`src/rtl/catch_pkg.sv`:
```
// catch_pkg: shared constants, state encoding and coordinate type for the
// catch game sequencer and its helpers.
package catch_pkg;

  localparam int SCREEN_W     = 1024;
  localparam int SCREEN_H     = 768;
  localparam int PADDLE_W     = 16;
  localparam int PADDLE_H     = 128;
  localparam int PUCK_SZ      = 64;
  localparam int PADDLE_STEP  = 4;
  localparam int LIVES_INIT   = 3;
  localparam int SERVE_FRAMES = 60;

  // Signed working type for position arithmetic; wide enough that
  // position +/- speed never wraps.
  typedef logic signed [11:0] coord_t;

  // Screen bounds for the puck's top-left corner and the paddle's top line.
  localparam coord_t X_MAX     = coord_t'(SCREEN_W - PUCK_SZ);   // 960
  localparam coord_t Y_MAX     = coord_t'(SCREEN_H - PUCK_SZ);   // 704
  localparam coord_t PAD_Y_MAX = coord_t'(SCREEN_H - PADDLE_H);  // 640
  localparam coord_t PAD_X     = coord_t'(PADDLE_W);
  localparam coord_t PAD_H     = coord_t'(PADDLE_H);
  localparam coord_t PUCK_S    = coord_t'(PUCK_SZ);
  localparam coord_t PAD_STEP  = coord_t'(PADDLE_STEP);

  // Serve position and paddle home.
  localparam logic [10:0] SERVE_X     = 11'd480;
  localparam logic [9:0]  SERVE_Y     = 10'd352;
  localparam logic [9:0]  PADDLE_HOME = 10'd320;

  localparam logic [1:0] LIVES_START = 2'(LIVES_INIT);
  localparam logic [5:0] SERVE_LAST  = 6'(SERVE_FRAMES - 1);

  typedef enum logic [2:0] {
    ST_IDLE      = 3'd0,
    ST_SERVE     = 3'd1,
    ST_PLAY      = 3'd2,
    ST_GAME_OVER = 3'd3
  } state_e;

endpackage

```
`src/rtl/catch_frame_tick.sv`:
```
// catch_frame_tick: detects the vsync falling edge and emits a registered
// one-cycle frame_tick in the cycle after the edge is seen.
module catch_frame_tick (
  input  logic vclock_i,
  input  logic reset_i,
  input  logic vsync_i,
  output logic frame_tick_o
);

  logic vs_q;
  logic tick_q;

  // Register vsync and flag the first cycle where it has dropped.
  // NOTE: reset is synchronous (sampled only on the clock edge), and all
  // sequential state uses non-blocking assignments so every flop samples
  // pre-edge values.
  always_ff @(posedge vclock_i) begin
    if (reset_i) begin
      vs_q   <= 1'b0;
      tick_q <= 1'b0;
    end else begin
      vs_q   <= vsync_i;
      tick_q <= vs_q & ~vsync_i;
    end
  end

  assign frame_tick_o = tick_q;

endmodule

```
`src/rtl/catch_game_ctrl.sv`:
```
// catch_game_ctrl: per-frame game sequencer owning paddle, puck, score,
// lives and game phase. All game updates happen on the edge that ends
// the frame_tick cycle.
module catch_game_ctrl
  import catch_pkg::*;
(
  input  logic        vclock,
  input  logic        reset,
  input  logic        vsync,
  input  logic        start,
  input  logic        up,
  input  logic        down,
  input  logic [3:0]  pspeed,
  output logic        frame_tick,
  output logic [9:0]  paddle_y,
  output logic [10:0] puck_x,
  output logic [9:0]  puck_y,
  output logic [7:0]  score,
  output logic [1:0]  lives,
  output logic [2:0]  state,
  output logic        catch_pulse,
  output logic        miss_pulse
);

  state_e      state_q, state_d;
  logic [9:0]  paddle_q, paddle_d;
  logic [10:0] puck_x_q, puck_x_d;
  logic [9:0]  puck_y_q, puck_y_d;
  logic        dx_left_q, dx_left_d;
  logic        dy_up_q, dy_up_d;
  logic [7:0]  score_q, score_d;
  logic [1:0]  lives_q, lives_d;
  logic [5:0]  serve_cnt_q, serve_cnt_d;
  logic [3:0]  spd_q, spd_d;
  logic        catch_q, catch_d;
  logic        miss_q, miss_d;
  logic        tick;

  coord_t x_s, y_s, pad_s, spd_s, x_next, y_next;
  logic   dx_left_nx, dy_up_nx, overlap, catch_hit, miss_hit;

  catch_frame_tick u_frame_tick (
    .vclock_i     (vclock),
    .reset_i      (reset),
    .vsync_i      (vsync),
    .frame_tick_o (tick)
  );

  assign x_s   = $signed({1'b0, puck_x_q});
  assign y_s   = $signed({2'b00, puck_y_q});
  assign pad_s = $signed({2'b00, paddle_q});
  assign spd_s = $signed({8'h00, spd_q});

  // Puck rows [y, y+64) intersect paddle rows [pad, pad+128).
  assign overlap = (y_s + PUCK_S > pad_s) && (y_s < pad_s + PAD_H);

  // Horizontal motion: right-wall reflection, or paddle-plane catch/miss.
  // NOTE: every combinational output gets a default first so no path
  // leaves it unassigned and no latch is inferred.
  always_comb begin
    x_next     = x_s;
    dx_left_nx = dx_left_q;
    catch_hit  = 1'b0;
    miss_hit   = 1'b0;
    if (!dx_left_q) begin
      if (x_s + spd_s >= X_MAX) begin
        x_next     = X_MAX;
        dx_left_nx = 1'b1;
      end else begin
        x_next = x_s + spd_s;
      end
    end else if (x_s <= PAD_X + spd_s) begin
      if (overlap) begin
        x_next     = PAD_X;
        dx_left_nx = 1'b0;
        catch_hit  = 1'b1;
      end else begin
        miss_hit = 1'b1;
      end
    end else begin
      x_next = x_s - spd_s;
    end
  end

  // Vertical motion: top and bottom wall reflection.
  always_comb begin
    y_next   = y_s;
    dy_up_nx = dy_up_q;
    if (dy_up_q) begin
      if (y_s < spd_s) begin
        y_next   = '0;
        dy_up_nx = 1'b0;
      end else begin
        y_next = y_s - spd_s;
      end
    end else if (y_s + spd_s >= Y_MAX) begin
      y_next   = Y_MAX;
      dy_up_nx = 1'b1;
    end else begin
      y_next = y_s + spd_s;
    end
  end

  // Game phase register.
  always_ff @(posedge vclock) begin
    if (reset) state_q <= ST_IDLE;
    else       state_q <= state_d;
  end

  // Game phase transitions: start is a level seen on any cycle, the rest
  // only on frame ticks.
  always_comb begin
    state_d = state_q;
    unique case (state_q)
      ST_IDLE, ST_GAME_OVER: if (start) state_d = ST_SERVE;
      ST_SERVE: if (tick && serve_cnt_q == SERVE_LAST) state_d = ST_PLAY;
      ST_PLAY:  if (tick && miss_hit)
                  state_d = (lives_q == 2'd1) ? ST_GAME_OVER : ST_SERVE;
      default:  state_d = ST_IDLE;
    endcase
  end

  // Next values for paddle, puck, score, lives, serve counter and pulses.
  always_comb begin
    paddle_d    = paddle_q;
    puck_x_d    = puck_x_q;
    puck_y_d    = puck_y_q;
    dx_left_d   = dx_left_q;
    dy_up_d     = dy_up_q;
    score_d     = score_q;
    lives_d     = lives_q;
    serve_cnt_d = serve_cnt_q;
    spd_d       = spd_q;
    catch_d     = 1'b0;
    miss_d      = 1'b0;

    if (tick && (state_q == ST_SERVE || state_q == ST_PLAY)) begin
      if (up && !down)
        paddle_d = (pad_s < PAD_STEP) ? '0 : 10'(pad_s - PAD_STEP);
      else if (down && !up)
        paddle_d = (pad_s + PAD_STEP > PAD_Y_MAX) ? 10'(PAD_Y_MAX)
                                                  : 10'(pad_s + PAD_STEP);
    end

    if (state_q == ST_GAME_OVER && start) begin
      score_d  = '0;
      lives_d  = LIVES_START;
      paddle_d = PADDLE_HOME;
    end else if (tick && state_q == ST_SERVE) begin
      if (serve_cnt_q == SERVE_LAST) spd_d = (pspeed == 4'd0) ? 4'd1 : pspeed;
      else                           serve_cnt_d = serve_cnt_q + 6'd1;
    end else if (tick && state_q == ST_PLAY) begin
      if (miss_hit) begin
        miss_d  = 1'b1;
        lives_d = lives_q - 2'd1;
      end else begin
        puck_x_d  = 11'(x_next);
        puck_y_d  = 10'(y_next);
        dx_left_d = dx_left_nx;
        dy_up_d   = dy_up_nx;
        if (catch_hit) begin
          catch_d = 1'b1;
          score_d = (score_q == 8'hFF) ? score_q : score_q + 8'd1;
        end
      end
    end

    // Every entry into SERVE re-centres the puck and restarts the hold count.
    if (state_d == ST_SERVE && state_q != ST_SERVE) begin
      puck_x_d    = SERVE_X;
      puck_y_d    = SERVE_Y;
      dx_left_d   = 1'b0;
      dy_up_d     = 1'b0;
      serve_cnt_d = '0;
    end
  end

  // Game datapath registers.
  always_ff @(posedge vclock) begin
    if (reset) begin
      paddle_q    <= PADDLE_HOME;
      puck_x_q    <= SERVE_X;
      puck_y_q    <= SERVE_Y;
      dx_left_q   <= 1'b0;
      dy_up_q     <= 1'b0;
      score_q     <= '0;
      lives_q     <= LIVES_START;
      serve_cnt_q <= '0;
      spd_q       <= 4'd1;
      catch_q     <= 1'b0;
      miss_q      <= 1'b0;
    end else begin
      paddle_q    <= paddle_d;
      puck_x_q    <= puck_x_d;
      puck_y_q    <= puck_y_d;
      dx_left_q   <= dx_left_d;
      dy_up_q     <= dy_up_d;
      score_q     <= score_d;
      lives_q     <= lives_d;
      serve_cnt_q <= serve_cnt_d;
      spd_q       <= spd_d;
      catch_q     <= catch_d;
      miss_q      <= miss_d;
    end
  end

  assign frame_tick  = tick;
  assign paddle_y    = paddle_q;
  assign puck_x      = puck_x_q;
  assign puck_y      = puck_y_q;
  assign score       = score_q;
  assign lives       = lives_q;
  assign state       = state_q;
  assign catch_pulse = catch_q;
  assign miss_pulse  = miss_q;

endmodule
```
`config.mk`:
```
export PLATFORM = sky130hd
export DESIGN_NAME = catch_game_ctrl
export DESIGN_NICKNAME = d
export VERILOG_FILES = /design/src/rtl/catch_pkg.sv /design/src/rtl/catch_frame_tick.sv /design/src/rtl/catch_game_ctrl.sv
export SDC_FILE = /design/constraint.sdc
export NUM_CORES = 1
export LEC_CHECK = 0
export ABC_AREA = 1
export CAP_MARGIN = 15
export CORE_ASPECT_RATIO = 0.8
export CORE_MARGIN = 4
export CORE_UTILIZATION = 50
export CTS_CLUSTER_DIAMETER = 80
export DETAILED_ROUTE_END_ITERATION = 8
export PLACE_DENSITY_LB_ADDON = 0.2
export SETUP_SLACK_MARGIN = 0.15
export SYNTH_ARGS = -nofsm -noshare
export SYNTH_HDL_FRONTEND = slang
export SYNTH_HIERARCHICAL = 1
export SYNTH_SLANG_ARGS = --single-unit
```
`constraint.sdc`:
```
create_clock -name vclock -period 6.4 [get_ports vclock]
set_input_delay 1.28 -clock vclock [delete_from_list [all_inputs] [get_ports vclock]]
set_output_delay 1.28 -clock vclock [all_outputs]
set_load 0.03 [all_outputs]
```
After elaboration in Yosys (flattened, before gate mapping)
Index checks and enable logic that the tools add are counted.
Widths: inputs -> output; s select.
{ "op_classes": {"n_addsub": 12, "magnitude_cmp": 8, "n_eq_ne": 9, "muxes": 31, "bitwise": 8, "reduce_logical": 28} }
{ "ops": {"columns": ["operator", "n"], "rows": [
  ["$mux 10", 7],
  ["$mux 11", 4],
  ["$mux 1", 14],
  ["$add 11x4->12", 1],
  ["$ge 12x11->1 const B", 1],
  ["$gt 12x11->1 const B", 1],
  ["$add 10x3->11 const B", 1],
  ["$add 10x4->11", 1],
  ["$add 10x7->11 const B", 1],
  ["$add 10x8->11 const B", 1],
  ["$ge 11x10->1 const B", 1],
  ["$gt 11x10->1", 1],
  ["$le 11x6->1", 1],
  ["$lt 10x11->1", 1],
  ["$sub 11x4->11", 1],
  ["$logic_and 1x1->1", 10],
  ["$lt 10x3->1 const B", 1],
  ["$lt 10x4->1", 1],
  ["$reduce_and 5->1", 2],
  ["$sub 10x3->10 const B", 1],
  ["$sub 10x4->10", 1],
  ["$mux 3", 3],
  ["$pmux 3 s3", 1],
  ["$reduce_and 3->1", 3],
  ["25 further kinds", 36]
]} }
{ "word_totals": {"ff_bits": 60, "in_bits": 10, "output_inout_bits": 47, "word_cells": 110} }

Longest topological paths before layout
{ "depth": {"word_depth": 12, "mapped_depth": 20, "mapped_depth_nobuf": 19} }

By module
The synthesis kept the hierarchy.
{ "modules_own_cells": {"columns": ["module", "n_inst", "cells_per_inst", "area_each_um2", "seq_area_each_um2"], "rows": [
  ["catch_game_ctrl", 1, 787, 4922.2, 1121.1],
  ["catch_frame_tick", 1, 6, 60.1, 40.0]
]} }

Worst setup path after synthesis
OpenSTA, ideal clock, no wires.
{ "synth_path": {"path_kind": "register to register", "startpoint": "reg puck_y_q[6] (netlist: puck_y[6])", "endpoint": "reg puck_y_q[4] (netlist: puck_y[4])", "setup_ps": 114, "arrival_ps": 2500, "required_ps": 6286, "slack_ps": 3786, "stages_incl_launch_ff": 16, "n_path_buf": 1, "synth_period_minus_slack_ps": 2614, "cell_sequence": "dfxtp_1 inv_1 ha_1 ha_1 nand3_1 nor2_1 nand2_1 nand2_1 nor2_1 nand3_2 nand3_1 a21oi_2 nand2_2 nand2_4 buf_6 nor2_1"} }
{ "synth_via": {"elab_chain_cells": 12, "elab_cells_between_ends": 21, "classes_between": "add/sub (2); order compare (4); eq/ne (1); mux (8); bitwise (1); reduce/logical (5)"} }
{ "synth_rtl": {"columns": ["element", "line", "source"], "rows": [
  ["start, declared", "catch_game_ctrl.sv:28", "logic [9:0] puck_y_q, puck_y_d;"],
  ["start signal, assigned", "catch_game_ctrl.sv:195", "puck_y_q <= puck_y_d;"],
  ["$add 10x7->11", "catch_game_ctrl.sv:55", "assign overlap = (y_s + PUCK_S > pad_s) && (y_s < pad_s + PAD_H);"],
  ["$gt 11x10->1", "catch_game_ctrl.sv:55", null],
  ["$logic_and 1x1->1", "catch_game_ctrl.sv:55", null],
  ["$mux 1", "catch_game_ctrl.sv:73", "if (overlap) begin"],
  ["$mux 1", "catch_game_ctrl.sv:72", "end else if (x_s <= PAD_X + spd_s) begin"],
  ["$mux 1", "catch_game_ctrl.sv:65", "if (!dx_left_q) begin"],
  ["$logic_and 1x1->1", "catch_game_ctrl.sv:117", "ST_PLAY: if (tick && miss_hit)"],
  ["$mux 3", "catch_game_ctrl.sv:117", null],
  ["$pmux 3 s3", "catch_game_ctrl.sv:114", "unique case (state_q)"],
  ["$eq 3x1->1", "catch_game_ctrl.sv:169", "if (state_d == ST_SERVE && state_q != ST_SERVE) begin"],
  ["$logic_and 1x1->1", "catch_game_ctrl.sv:169", null],
  ["$reduce_or 2->1 (no source line)", null, null]
]} }
Parallel ways exist; a longest one is shown, timed or not.
A chain may end at the register's enable or synchronous reset.

Worst setup path in the final report
{ "layout_path": {"startpoint": "in down", "endpoint": "reg paddle_q[8] (netlist: paddle_y[8])"} }
{ "layout_via": {"elab_chain_cells": 4, "elab_cells_between_ends": 6, "classes_between": "mux (1); reduce/logical (5)"} }
{ "layout_rtl": {"columns": ["element", "line", "source"], "rows": [
  ["start, declared", "catch_game_ctrl.sv:12", "input logic down,"],
  ["$logic_not 1->1", "catch_game_ctrl.sv:138", "if (up && !down)"],
  ["$logic_and 1x1->1", "catch_game_ctrl.sv:138", null],
  ["$reduce_bool 2->1 (no source line)", null, null],
  ["$reduce_and 2->1 (no source line)", null, null],
  ["end signal, assigned", "catch_game_ctrl.sv:193", "paddle_q <= paddle_d;"],
  ["end, declared", "catch_game_ctrl.sv:26", "logic [9:0] paddle_q, paddle_d;"]
]} }
Parallel ways exist; a longest one is shown, timed or not.

==> summary.md <==
| Metric | Value |
|---|---|
| Die X | 120 µm |
| Clock power share | 0.536 |
| Max IR drop VDD | between 0.15 and 0.2 mV |
| First-pass GRT wire length | between 20000 and 25000 µm |
| Ports | 57 |
| Worst-Margin Slew | approximately 0.7 ns |
| YS warnings | 6 |
| Worst hold path class | reg -> reg |
| Hold WS | approximately 0.43 ns |
| Worst hold path cell count | 2 |
| Initial Util | 0.514 |
| Clk slew on worst S/H paths | around 0.05 ns |
| CTS sink count | between 50 and 60 |
| Startpoint types | input port |
| WL final | about 14000 µm |
| Final hold violations | 0 |
| Critical path peak fanout | 11 |
| DR vias | 5185 |
| Internal power | around 670 µW |
| Largest net degree at the start of global routing | 32 |
| Async S/R FF share, synth | 0 |
| Post-layout net count | between 800 and 900 |
| Switch share | 0.222 |
| Power Dens Cells | around 150 nW/µm² |
| Crit path kind | in -> reg |
| # H-tree levels | 3 |
| Area of the core | ~9700 µm² |
| Drt initial violations | 516 |
| Post-synthesis cell count | 793 |
| Clock Path Buffers | 2 |
| WL/cell | approximately 14 µm |
| Avg Cell Area, Syn | between 6 and 7 µm² |
| Top FF cell, synth | dfxtp_1 |
| Fmax | 334 MHz |
| Post-DP HPWL | approximately 11000 µm |
| Fin area | approximately 6000 µm² |
| Row count | 32 |
| Worst slew margin | 0.546 |
| WP data arrival | roughly 3.2 ns |
| Inserted Clock Buffers | 9 |
| Die H | between 90 and 100 µm |
| Total power | about 860 µW |
| Clock Tree Root | clkbuf_16 |
| Dpl cell area | approximately 5600 µm² |
| Post-CTS sizing | 0 |
| Most common cell after layout, fill and taps aside | nand2_1 |
| Tcrit/Tclk final | 0.468 |
| Share of cells above drive strength 1 | 0.0521 |
| Vias in the first global route | roughly 4900 |
| CTS Hold Buffers Added | 0 |
| Sequential group share of total power | 0.426 |
| Layout area overhead | 18.1% |
| Clock Skews | around 0.0068 ns |
| Final GP Congestion | 0.964 |
| Max-slew violations | 0 |
| Inserted Diodes | 0 |
| Routed Antenna Nets | 0 |
| Fin crit period | roughly 3 ns |
| IO Port Bufs | 54 |
| Post-synth EDFFs | 0 |
| Worst-Skew Late Latency | about 0.33 ns |
| Die Area | ~12000 µm² |
| Setup repair after global routing missed its margin | false |
| DRC Markers | 0 |
| Static Leak | 0.00276 µW |
| FF+latch count, synth | 58 |
| P_sw | about 190 µW |
| Final setup viols | 0 |
| Post-CTS setup buffer count | 0 |
| Outcome | complete, no violations |
| Worst Reg2Reg Path Length in Cells | 14 |
| Vias per inst | about 5.3 |
| Grt ovf | 0 |
| Crit path required time | around 6.6 ns |
| Synth unique cells | 48 |
| Max-Cap Viols | 0 |
| GRT Total Usage | 0.236 |
| Fraction of the yosys area taken by sequential cells | 0.233 |
| CTS tree | done |
| Post-Syn Area | 4980 µm² |
| Comb pwr share | 0.039 |
| Drt pass-1 iters | 5 |
| Critical Path End Type | flip-flop |
| Initial antenna violation count | 0 |
| Setup TNS | 0 ns |
| Most frequent cells in the layout | nand2_1 (198), inv_1 (107), nor2_1 (90), nand3_1 (88), dfxtp_1 (58) |
-- cells in the mapped netlist, types with 4 or more instances --
cell type  instances  area [µm²]
xor2_1            23         201
or2_2              6        37.5
inv_1            107         402
nand4_1           13        81.3
a21oi_1           33         165
dfxtp_1           58        1160
xnor2_1            6        52.6
ha_1              40         500
a31oi_1            6        37.5
buf_2              8        40.0
nand2_1          198         743
fa_1               4        80.1
nand3_1           88         440
clkbuf_1           8        30.0
nor3_1            15        75.1
buf_4              4        30.0
o21ai_0           38         190
nor2_1            90         338
-- through the flow --
stage                     cells  setup WS [ns]   util
after CTS                   980           3.41  0.607
after global placement      964           3.18  0.577
after detailed placement    964           3.10  0.577
after floorplan             795           3.79      -
after global routing        980           3.12  0.607
final                       980           3.41  0.607
-- power groups by stage --
| stage | Combinational [µW] | Sequential [µW] | Clock, µW |
|---|---|---|---|
| floorplan | 19.0 | 373 | 0 |
| global placement | 32.4 | 372 | 0 |
| detailed placement | 32.8 | 372 | 0 |
| CTS | 33.1 | 364 | 466 |
| global route | 36.3 | 364 | 482 |
| finish | 33.3 | 364 | 458 |
-- critical path, stage by stage --
cell and delay, ns:
clkdlybuf4s50_1 0.45, inv_1 0.04, ha_1 0.27, a21oi_1 0.54, inv_1 0.24, a21oi_1 0.19, nand2_1 0.06, o21ai_0 0.07
nand2_1 0.06
-- path summary, 6_finish.rpt --
check | from | endpoint | slack [ns]
worst max-delay path | down | paddle_y[8] | 3.41
worst min-delay path | u_frame_tick/vs_q | u_frame_tick/frame_tick_o | 0.43
worst max register to register | puck_y[6] | puck_y[2] | 3.42
worst min register to register | u_frame_tick/vs_q | u_frame_tick/frame_tick_o | 0.43
-- registers in the layout, indices dropped and copies added, names as in the netlist --
name and flops:
spd_q 4, catch_pulse 1, serve_cnt_q 6, puck_x 11
dy_up_q 1, puck_y 10, lives 2, miss_pulse 1
paddle_y 8, dx_left_q 1, u_frame_tick/vs_q 1, score 8
u_frame_tick/frame_tick_o 1, state 3
-- per-layer routing --
metal,global-route usage,part of all wire,vias up
met5,0,0,-
met4,0.0537,0.011,0
met3,0.0518,0.062,17
met2,0.358,0.44,164
met1,0.342,0.49,2363
li1,-,-,2641
-- cell type report --
cell class / instances / area, µm²
timing repair buffer: 55 / 548
multi-input combinational: 603 / 3290
sequential: 58 / 1160
tap: 136 / 170
inverter: 112 / 420
fill: 967 / 3810
clock buffer: 12 / 267
clock inverter: 4 / 25.0
-- cell families after synthesis --
group           count (synthesis)  share of synthesized area
fa+ha+maj                      44                      0.117
compound gates                 95                      0.107
other cells                     1                   0.000753
buf+inv                       134                      0.108
simple gates                  431                      0.381
mux                             1                    0.00201
xor+xnor                       29                     0.0510
flops                          58                      0.233
Power figures use the tool's default switching activity.
